File: src/rtl/lcd_pkg.sv
// Shared definitions for the LCD command scheduler: opcodes, FSM encoding
// and the opcode legality check.
package lcd_pkg;

  localparam logic [3:0] CMD_WRITE     = 4'd0;
  localparam logic [3:0] CMD_INVERT    = 4'd1;
  localparam logic [3:0] CMD_BRIGHT_UP = 4'd2;
  localparam logic [3:0] CMD_BRIGHT_DN = 4'd3;
  localparam logic [3:0] CMD_THRESH    = 4'd4;
  localparam logic [3:0] CMD_BLUR      = 4'd5;
  localparam logic [3:0] CMD_SHARPEN   = 4'd6;
  localparam logic [3:0] CMD_ROT_L     = 4'd7;
  localparam logic [3:0] CMD_ROT_R     = 4'd8;
  localparam logic [3:0] CMD_ZOOM      = 4'd9;
  localparam logic [3:0] CMD_MIRROR_X  = 4'd10;
  localparam logic [3:0] CMD_MIRROR_Y  = 4'd11;
  localparam logic [3:0] CMD_MAX_LEGAL = 4'd11;

  typedef enum logic [2:0] {
    ST_INIT      = 3'd0,
    ST_ARB       = 3'd1,
    ST_ISSUE     = 3'd2,
    ST_WAIT_BUSY = 3'd3,
    ST_WAIT_IDLE = 3'd4,
    ST_FINISH    = 3'd5,
    ST_DONE      = 3'd6
  } sched_state_t;

  function automatic logic is_legal_cmd(input logic [3:0] cmd);
    return (cmd <= CMD_MAX_LEGAL);
  endfunction

endpackage

File: src/rtl/rr_arb2.sv
// Two-input round-robin arbiter: a lone requester wins outright, a tie goes
// to the requester that was not granted last.
module rr_arb2 (
  input  logic [1:0] valid,
  input  logic       last,
  output logic       winner,
  output logic       any_valid
);

  // winner selection from the valid pattern and the previous grant
  always_comb begin
    any_valid = valid[0] | valid[1];
    winner    = 1'b0;
    case (valid)
      2'b01:   winner = 1'b0;
      2'b10:   winner = 1'b1;
      2'b11:   winner = ~last;
      default: winner = 1'b0;
    endcase
  end

endmodule

File: src/rtl/lcd_cmd_sched.sv
// Schedules commands from two requesters onto the LCD controller one at a
// time, pacing on lcd_busy, dropping illegal opcodes and locking after WRITE.
module lcd_cmd_sched
  import lcd_pkg::*;
#(
  parameter int CNT_W   = 8,
  parameter int BUSY_TO = 15
) (
  input  logic             clk,
  input  logic             reset,
  input  logic             req0_valid,
  input  logic [3:0]       req0_cmd,
  output logic             req0_ready,
  input  logic             req1_valid,
  input  logic [3:0]       req1_cmd,
  output logic             req1_ready,
  output logic [3:0]       lcd_cmd,
  output logic             lcd_cmd_valid,
  input  logic             lcd_busy,
  input  logic             lcd_done,
  output logic             grant_id,
  output logic [CNT_W-1:0] issued_cnt,
  output logic [CNT_W-1:0] drop_cnt,
  output logic             timeout_err,
  output logic             all_done
);

  localparam int              TO_W    = $clog2(BUSY_TO + 1);
  localparam logic [TO_W-1:0] TO_LAST = TO_W'(BUSY_TO - 1);
  localparam logic [CNT_W-1:0] CNT_MAX = {CNT_W{1'b1}};
  localparam logic [CNT_W-1:0] CNT_ONE = CNT_W'(1);
  localparam logic [TO_W-1:0]  TO_ONE  = TO_W'(1);

  sched_state_t    state_r, state_nxt_s;
  logic            last_r;
  logic [TO_W-1:0] to_cnt_r;
  logic            winner_s, any_valid_s, xfer_s, win_legal_s, to_hit_s;
  logic [3:0]      win_cmd_s;

  rr_arb2 u_arb (
    .valid     ({req1_valid, req0_valid}),
    .last      (last_r),
    .winner    (winner_s),
    .any_valid (any_valid_s)
  );

  // handshake decode: only the arbitration winner sees ready, and only in ARB
  always_comb begin
    xfer_s      = (state_r == ST_ARB) && any_valid_s;
    req0_ready  = xfer_s && !winner_s;
    req1_ready  = xfer_s && winner_s;
    win_cmd_s   = winner_s ? req1_cmd : req0_cmd;
    win_legal_s = is_legal_cmd(win_cmd_s);
    to_hit_s    = (to_cnt_r == TO_LAST) && !lcd_busy;
  end

  // next-state logic
  always_comb begin
    state_nxt_s = state_r;
    case (state_r)
      ST_INIT:      if (!lcd_busy) state_nxt_s = ST_ARB; else state_nxt_s = ST_INIT;
      ST_ARB:       if (xfer_s && win_legal_s) state_nxt_s = ST_ISSUE; else state_nxt_s = ST_ARB;
      ST_ISSUE:     if (lcd_cmd == CMD_WRITE) state_nxt_s = ST_FINISH; else state_nxt_s = ST_WAIT_BUSY;
      ST_WAIT_BUSY: begin
        if (lcd_busy)      state_nxt_s = ST_WAIT_IDLE;
        else if (to_hit_s) state_nxt_s = ST_ARB;
        else               state_nxt_s = ST_WAIT_BUSY;
      end
      ST_WAIT_IDLE: if (!lcd_busy) state_nxt_s = ST_ARB; else state_nxt_s = ST_WAIT_IDLE;
      ST_FINISH:    if (lcd_done) state_nxt_s = ST_DONE; else state_nxt_s = ST_FINISH;
      ST_DONE:      state_nxt_s = ST_DONE;
      default:      state_nxt_s = ST_INIT;
    endcase
  end

  // state register plus the strobes decoded from the upcoming state
  always_ff @(posedge clk or negedge reset) begin
    if (!reset) begin
      state_r       <= ST_INIT;
      lcd_cmd_valid <= 1'b0;
      all_done      <= 1'b0;
    end else begin
      state_r       <= state_nxt_s;
      lcd_cmd_valid <= (state_nxt_s == ST_ISSUE);
      all_done      <= (state_nxt_s == ST_DONE);
    end
  end

  // grant bookkeeping: drops move the round-robin pointer but not grant_id
  always_ff @(posedge clk or negedge reset) begin
    if (!reset) begin
      last_r   <= 1'b1;
      lcd_cmd  <= 4'd0;
      grant_id <= 1'b0;
    end else if (xfer_s) begin
      last_r <= winner_s;
      if (win_legal_s) begin
        lcd_cmd  <= win_cmd_s;
        grant_id <= winner_s;
      end
    end
  end

  // saturating issue/drop counters
  always_ff @(posedge clk or negedge reset) begin
    if (!reset) begin
      issued_cnt <= '0;
      drop_cnt   <= '0;
    end else begin
      if ((state_r == ST_ISSUE) && (issued_cnt != CNT_MAX))
        issued_cnt <= issued_cnt + CNT_ONE;
      if (xfer_s && !win_legal_s && (drop_cnt != CNT_MAX))
        drop_cnt <= drop_cnt + CNT_ONE;
    end
  end

  // busy-rise watchdog; cleared while issuing so each WAIT_BUSY starts at 0
  always_ff @(posedge clk or negedge reset) begin
    if (!reset) begin
      to_cnt_r    <= '0;
      timeout_err <= 1'b0;
    end else begin
      if (state_r == ST_ISSUE)
        to_cnt_r <= '0;
      else if ((state_r == ST_WAIT_BUSY) && !to_hit_s)
        to_cnt_r <= to_cnt_r + TO_ONE;
      if ((state_r == ST_WAIT_BUSY) && to_hit_s)
        timeout_err <= 1'b1;
    end
  end

endmodule

File: config.mk
export PLATFORM = sky130hd
export DESIGN_NAME = lcd_cmd_sched
export DESIGN_NICKNAME = d
export VERILOG_FILES = /design/src/rtl/lcd_pkg.sv /design/src/rtl/rr_arb2.sv /design/src/rtl/lcd_cmd_sched.sv
export SDC_FILE = /design/constraint.sdc
export NUM_CORES = 1
export LEC_CHECK = 0
export CAP_MARGIN = 20
export CORE_MARGIN = 3
export CORE_UTILIZATION = 35
export CTS_CLUSTER_SIZE = 16
export DETAILED_ROUTE_END_ITERATION = 12
export HOLD_SLACK_MARGIN = 0.03
export SYNTH_ARGS = -nofsm -noshare
export SYNTH_HDL_FRONTEND = slang
export SYNTH_SLANG_ARGS = --single-unit
File: constraint.sdc
create_clock -name clk -period 3.1 [get_ports clk]
set_input_delay 0.62 -clock clk [delete_from_list [all_inputs] [get_ports clk]]
set_output_delay 0.62 -clock clk [all_outputs]
set_load 0.01 [all_outputs]
Word level (Yosys, flattened, before mapping)
Cells that the tools add are included.

Register bits: 32. Latch bits: 0. RAM bits: 0. Memory bits (read-only): 0. Input bits: 14. Output and inout port bits: 26. Word-level logic and storage cells: 59. Memories: 0.

$add $sub $neg: 3. Multipliers: 0. Div/mod/pow operators: 0. Order comparisons: 1. Eq/ne operators: 13. Shifts and indexed selects: 0. Muxes and demuxes: 12. Bitwise gates (word level): 2. Reductions and logical operators: 18.

Operators with widths (count): $pmux 3 s7 (1); $add 8x1->8 const B (2); $ne 8x8->1 const B (2); $eq 3x3->1 const B (4); $mux 4 (3); $logic_and 1x1->1 (10); $eq 3x2->1 const B (3); $mux 3 (3); $mux 2 (3); $add 4x1->4 const B (1); $eq 2x2->1 const B (2); $eq 4x4->1 const B (1); $le 4x4->1 const B (1); $logic_not 1->1 (4); $logic_not 4->1 (1); $eq 3x1->1 const B (1); $logic_not 3->1 (1); $pmux 1 s2 (1); $reduce_and 2->1 (1); $reduce_bool 2->1 (1); $mux 1 (1); $not 1->1 (1); $or 1x1->1 (1).

Logic depth before layout (Yosys ltp)
Depth in word-level cells: 8. Mapped depth: 6.

Hierarchy
A second synthesis with hierarchy kept.

Cell total of the unflattened synthesis: 161. Area, all modules: 1757.9 µm².

By module, submodules not included: lcd_cmd_sched (times used 1, cells each 159, area each 1744.2 µm², seq. area each 802.0 µm²); rr_arb2 (times used 1, cells each 2, area each 13.8 µm², seq. area each 0.0 µm²).

Least setup slack after synthesis
OpenSTA, ideal clock, no wires.

Kind: in2reg. From: input req1_valid. To: register state_r[1]. Setup time: 0.136 ns. Arrival: 1.816 ns. Required time: 2.964 ns. Path slack: 1.148 ns. Stages on the path: 4. Path through: a21boi_4 -> mux2i_4 -> nor2_4 -> or3b_2.

Cells in the longest elaborated chain, start to end: 7.

Ends and longest elaborated chain: from (decl) (RTL line lcd_cmd_sched.sv:14) `input logic req1_valid,`; $eq 2x2->1 (RTL line rr_arb2.sv:14) `case (valid)`; $pmux 1 s2 (RTL line rr_arb2.sv:14); $mux 4 (RTL line lcd_cmd_sched.sv:52) `win_cmd_s = winner_s ? req1_cmd : req0_cmd;`; $le 4x4->1 (RTL line lcd_pkg.sv:30) `return (cmd <= CMD_MAX_LEGAL);`; $logic_and 1x1->1 (*) (RTL line lcd_cmd_sched.sv:62) `ST_ARB: if (xfer_s && win_legal_s) state_nxt_s = ST_ISSUE; else state_nxt_s = ST_ARB;`; $mux 2 (*) (RTL line lcd_cmd_sched.sv:62); $pmux 3 s7 (*) (RTL line lcd_cmd_sched.sv:60) `case (state_r)`; named net state_nxt_s[1] (RTL line lcd_cmd_sched.sv:34) `sched_state_t state_r, state_nxt_s;`; to (signal assigned) (RTL line lcd_cmd_sched.sv:83) `state_r <= state_nxt_s;`; to (decl) (RTL line lcd_cmd_sched.sv:34).

Mark *: on every way through the listed nets, which the timed path passes. The rest lies on a longest branch. A chain may end at the register's enable or synchronous reset.

Worst setup path after layout
From: register state_r[0]. To: output req0_ready.

Cells in the longest elaborated chain, start to end: 3.

Ends and longest elaborated chain: $eq 3x1->1 (RTL line lcd_cmd_sched.sv:49) `xfer_s = (state_r == ST_ARB) && any_valid_s;`; $logic_and 1x1->1 (RTL line lcd_cmd_sched.sv:49); $logic_and 1x1->1 (RTL line lcd_cmd_sched.sv:50) `req0_ready = xfer_s && !winner_s;`; to (decl) (RTL line lcd_cmd_sched.sv:13) `output logic req0_ready,`.

No other way between the ends.

==> results.yml <==
status:
  run_status: "finished, final reports clean"
global_routing:
  globalRouteOverflowTotal: 0
  first_global_vias: 1274
  antenna_found_initial: 0
  grtUsageMet3: 0.05340
  first_pass_grt_wire_length_mm: 5.899
  grt_start_max_net_pins: 33
  grt.met2_usage: 0.2332
  grt_usage: 0.1385
  global_route.peak_usage_layer: "met2"
  grt_use_met1: 0.1608
logic_synthesis:
  netlist_top_cells_area: "sky130_fd_sc_hd__dfrtp_1 (47%), sky130_fd_sc_hd__xnor2_1 (6.3%), sky130_fd_sc_hd__mux2_2 (4.1%)"
  synth.largest_area_cell: "sky130_fd_sc_hd__dfrtp_1"
  synthesis.yosys.warnings: 0
  count_of_different_cell_masters_after_synthesis: 42
  postSynth.asyncResetShare: 1.000
  seq_total_area_yosys: 0.4841
  synth.cell_area_um2: 1657
  syn-num-nets: 160
  number_of_synthesized_flops_with_an_enable_pin: 0
  synthesis.instances: 142
  ys_ff_latch: 32
  synthesis.area_per_instance_um2: 11.67
  most_used_flip_flop_cell_after_synthesis: "sky130_fd_sc_hd__dfrtp_1"
  synth.top_cell.area_share: 0.4683
die:
  floorplan.initialDensity: 0.3702
  floorplan.rows: 24
  core-area_um2: 4474
  design.portCount: 40
  die-height_um: 74.80
  fp.dieW_um: 74.80
  die_area_um2: 5594
timing:
  worst_slew_pin_slew_ns: 0.3982
  fin_crit_sh: 0.9000
  finalSetupViolCount: 0
  max_slew_margin: 0.7345
  rsz_0062_raised_after_global_routing: "false"
  hold_viol: 0
  max_freq_mhz: 358.4
  post-route-min-period_ns: 2.790
  fin_tns_setup_ns: 0
  slew_violations: 0
  finalClockSkew_ns: 0.006349
place:
  port-buffer-count: 39
  dp.final_hpwl_mm: 2.672
  gp_congestion: 0.7379
pwr:
  power.ir.vdd_worst_v: 0.0003322
  design_power_total_uw: 1753
  p_leak_uw: 0.0009175
  power.density_cell_area_nw_per_um2: 799.5
detailed_routing:
  route.detailed.drc: 0
  viasPerCell: 5.050
  detail_route.first_pass.iterations: 4
  dr.first_iter.drc_count: 43
  post_drt_wl_per_cell_um: 14.50
  ant_nets: 0
  dr_total_vias: 1212
  detail_route.wirelength_mm: 3.480
clocking:
  cts_hold_buf: 0
  ctsHtreeMaxLevel: 2
  cts.repair_timing.setup_buffer_count: 0
  path_clk_slew_ns: 0.06
  cts_repair_resize_count: 0
  cts_buffers: 5
  clockRootBuffer: "sky130_fd_sc_hd__clkbuf_8"
  cts.path.max_buffers: 2
  clock_latency_ns: 0.28
  clock_sink_count: 32
  cts_tree: "done"
cells_and_area:
  nets: 206
  diode_insertion_count_for_antenna_repair: 0
  utilization: 0.4899
  layout-area-overhead-vs-synth_pct: 32.33
  drive_above_1_share: 0.1649
worst_setup_path:
  worst_ep_required_time_ns: 2.48
  r2r_cells: 4
  crit_path_end: "req0_ready"
  worst_ep_arrival_time_ns: 2.17
  worst_r2r_startpoint: "state_r[0]$_DFF_PN0_"
  worstSetupStartpointType: "flop"
  timing.critical_path.from: "state_r[0]$_DFF_PN0_"
  path_class: "reg2out"
  r2r_end: "grant_id$_DFFE_PN0P_"
  timing.critical_path.to_type: "output pin"
  critical_path_fanout_max: 11
  r2r_slack_ns: 1.20
flow_run:
  drv.max_cap_violation_count: 0
hold_path:
  type_of_the_tightest_min_delay_check: "reg2reg"
==> cell usage in the layout (no fill, tap or decap), drive strengths merged <==
cell type	n
o21ai	2
clkdlybuf4s50	39
a21oi	7
a21boi	1
inv	4
o21bai	1
ha	4
nor4	1
buf	2
nor2b	2
a211oi	1
nand3	8
mux2i	4
nand4	5
and4	2
nor3	1
and2	1
clkbuf	6
or3b	5
nand2	6
dfrtp	31
a41oi	1
nand2b	4
nor2	11
and3	4
xor2	4
clkinv	1
a21o	1
a31o	1
nand4b	1
a311oi	2
mux2	7
nand3b	2
and4bb	1
xnor2	12
a31oi	1
or2	1
dfstp	1
==> synth_stat cells, types with 2 or more instances <==
master                     count
sky130_fd_sc_hd__nor2b_1       2
sky130_fd_sc_hd__dfrtp_1      31
sky130_fd_sc_hd__and3_1        4
sky130_fd_sc_hd__xnor2_1      12
sky130_fd_sc_hd__and4_1        2
sky130_fd_sc_hd__mux2i_1       3
sky130_fd_sc_hd__mux2_2        6
sky130_fd_sc_hd__nor2_1       10
sky130_fd_sc_hd__ha_1          4
sky130_fd_sc_hd__nand3b_1      2
sky130_fd_sc_hd__inv_1         4
sky130_fd_sc_hd__nand2_1       5
sky130_fd_sc_hd__or3b_2        3
sky130_fd_sc_hd__nand2b_1      4
sky130_fd_sc_hd__a21oi_1       7
sky130_fd_sc_hd__xor2_1        4
sky130_fd_sc_hd__or3b_4        2
sky130_fd_sc_hd__nand3_1       8
sky130_fd_sc_hd__o21ai_0       2
sky130_fd_sc_hd__nand4_1       5
==> critical path, cell delays in order, from the launching register on <==
cell and delay, ns:
sky130_fd_sc_hd__dfrtp_1 0.50, sky130_fd_sc_hd__or3b_4 0.46, sky130_fd_sc_hd__or2_4 0.29, sky130_fd_sc_hd__nor2_1 0.10
sky130_fd_sc_hd__clkdlybuf4s50_1 0.54
==> logic make-up (layout without fill, tap and decap cells) <==
logic type,after synthesis,after routing,share of synthesized area
and+or+nand+nor,55,55,0.2032
DFF,32,32,0.4841
AOI/OAI and AO/OA,18,18,0.09971
xor gates and xnor gates,16,16,0.08459
muxes,11,11,0.08157
buffers and inverters,6,52,0.01661
adders and majority gates,4,4,0.03021
==> worst min-delay path by stage <==
stage | from | endpoint | slack [ns] | cells after the start
after detailed placement | timeout_err$_DFFE_PN0P_ | timeout_err$_DFFE_PN0P_ | 0.47 | 1
final | timeout_err$_DFFE_PN0P_ | timeout_err$_DFFE_PN0P_ | 0.48 | 1
after global placement | timeout_err$_DFFE_PN0P_ | timeout_err$_DFFE_PN0P_ | 0.46 | 1
after CTS | timeout_err$_DFFE_PN0P_ | timeout_err$_DFFE_PN0P_ | 0.49 | 1
after global routing | timeout_err$_DFFE_PN0P_ | timeout_err$_DFFE_PN0P_ | 0.53 | 1
after floorplan | reset | all_done$_DFF_PN0_ | 0.32 | 0
==> area by class of cell <==
class,instances,area [um2]
fill,410,2282
timing repair buffer,41,405.4
clock inverter,1,5.005
tap,52,65.06
clock buffer,6,72.57
inverter,4,15.01
sequential,32,802.0
multi-input combinational,104,827.0
==> metrics by stage <==
| step | instances | hold WS [ns] | instance area, um2 | setup WS, ns |
|---|---|---|---|---|
| CTS | 240 | 0.4855 | 2192 | 0.2838 |
| global placement | 233 | 0.4627 | 2115 | 0.3189 |
| detailed placement | 233 | 0.4675 | 2115 | 0.3089 |
| floorplan | 142 | 0.3244 | 1657 | 1.148 |
| finish | 240 | 0.4776 | 2192 | 0.3099 |
| global route | 240 | 0.5310 | 2192 | 0.2155 |
==> power by group <==
part | total (uW) | switching [uW] | internal (uW)
logic | 729 | 312 | 417
clock network | 292 | 140 | 152
registers | 731 | 171 | 560
==> registers in the layout (all words and copies together), names as in the netlist <==
signal and flops:
lcd_cmd 4, drop_cnt 8, lcd_cmd_valid 1, all_done 1
to_cnt_r 4, state_r 3, last_r 1, timeout_err 1
grant_id 1, issued_cnt 8
==> metal layers <==
layer / vias to the layer above / wire, um
li1: 602 / -
met1: 582 / 1464
met2: 26 / 1804
met3: 2 / 186
met4: 0 / 24
met5: - / 0
Power figures use the tool's default switching activity.
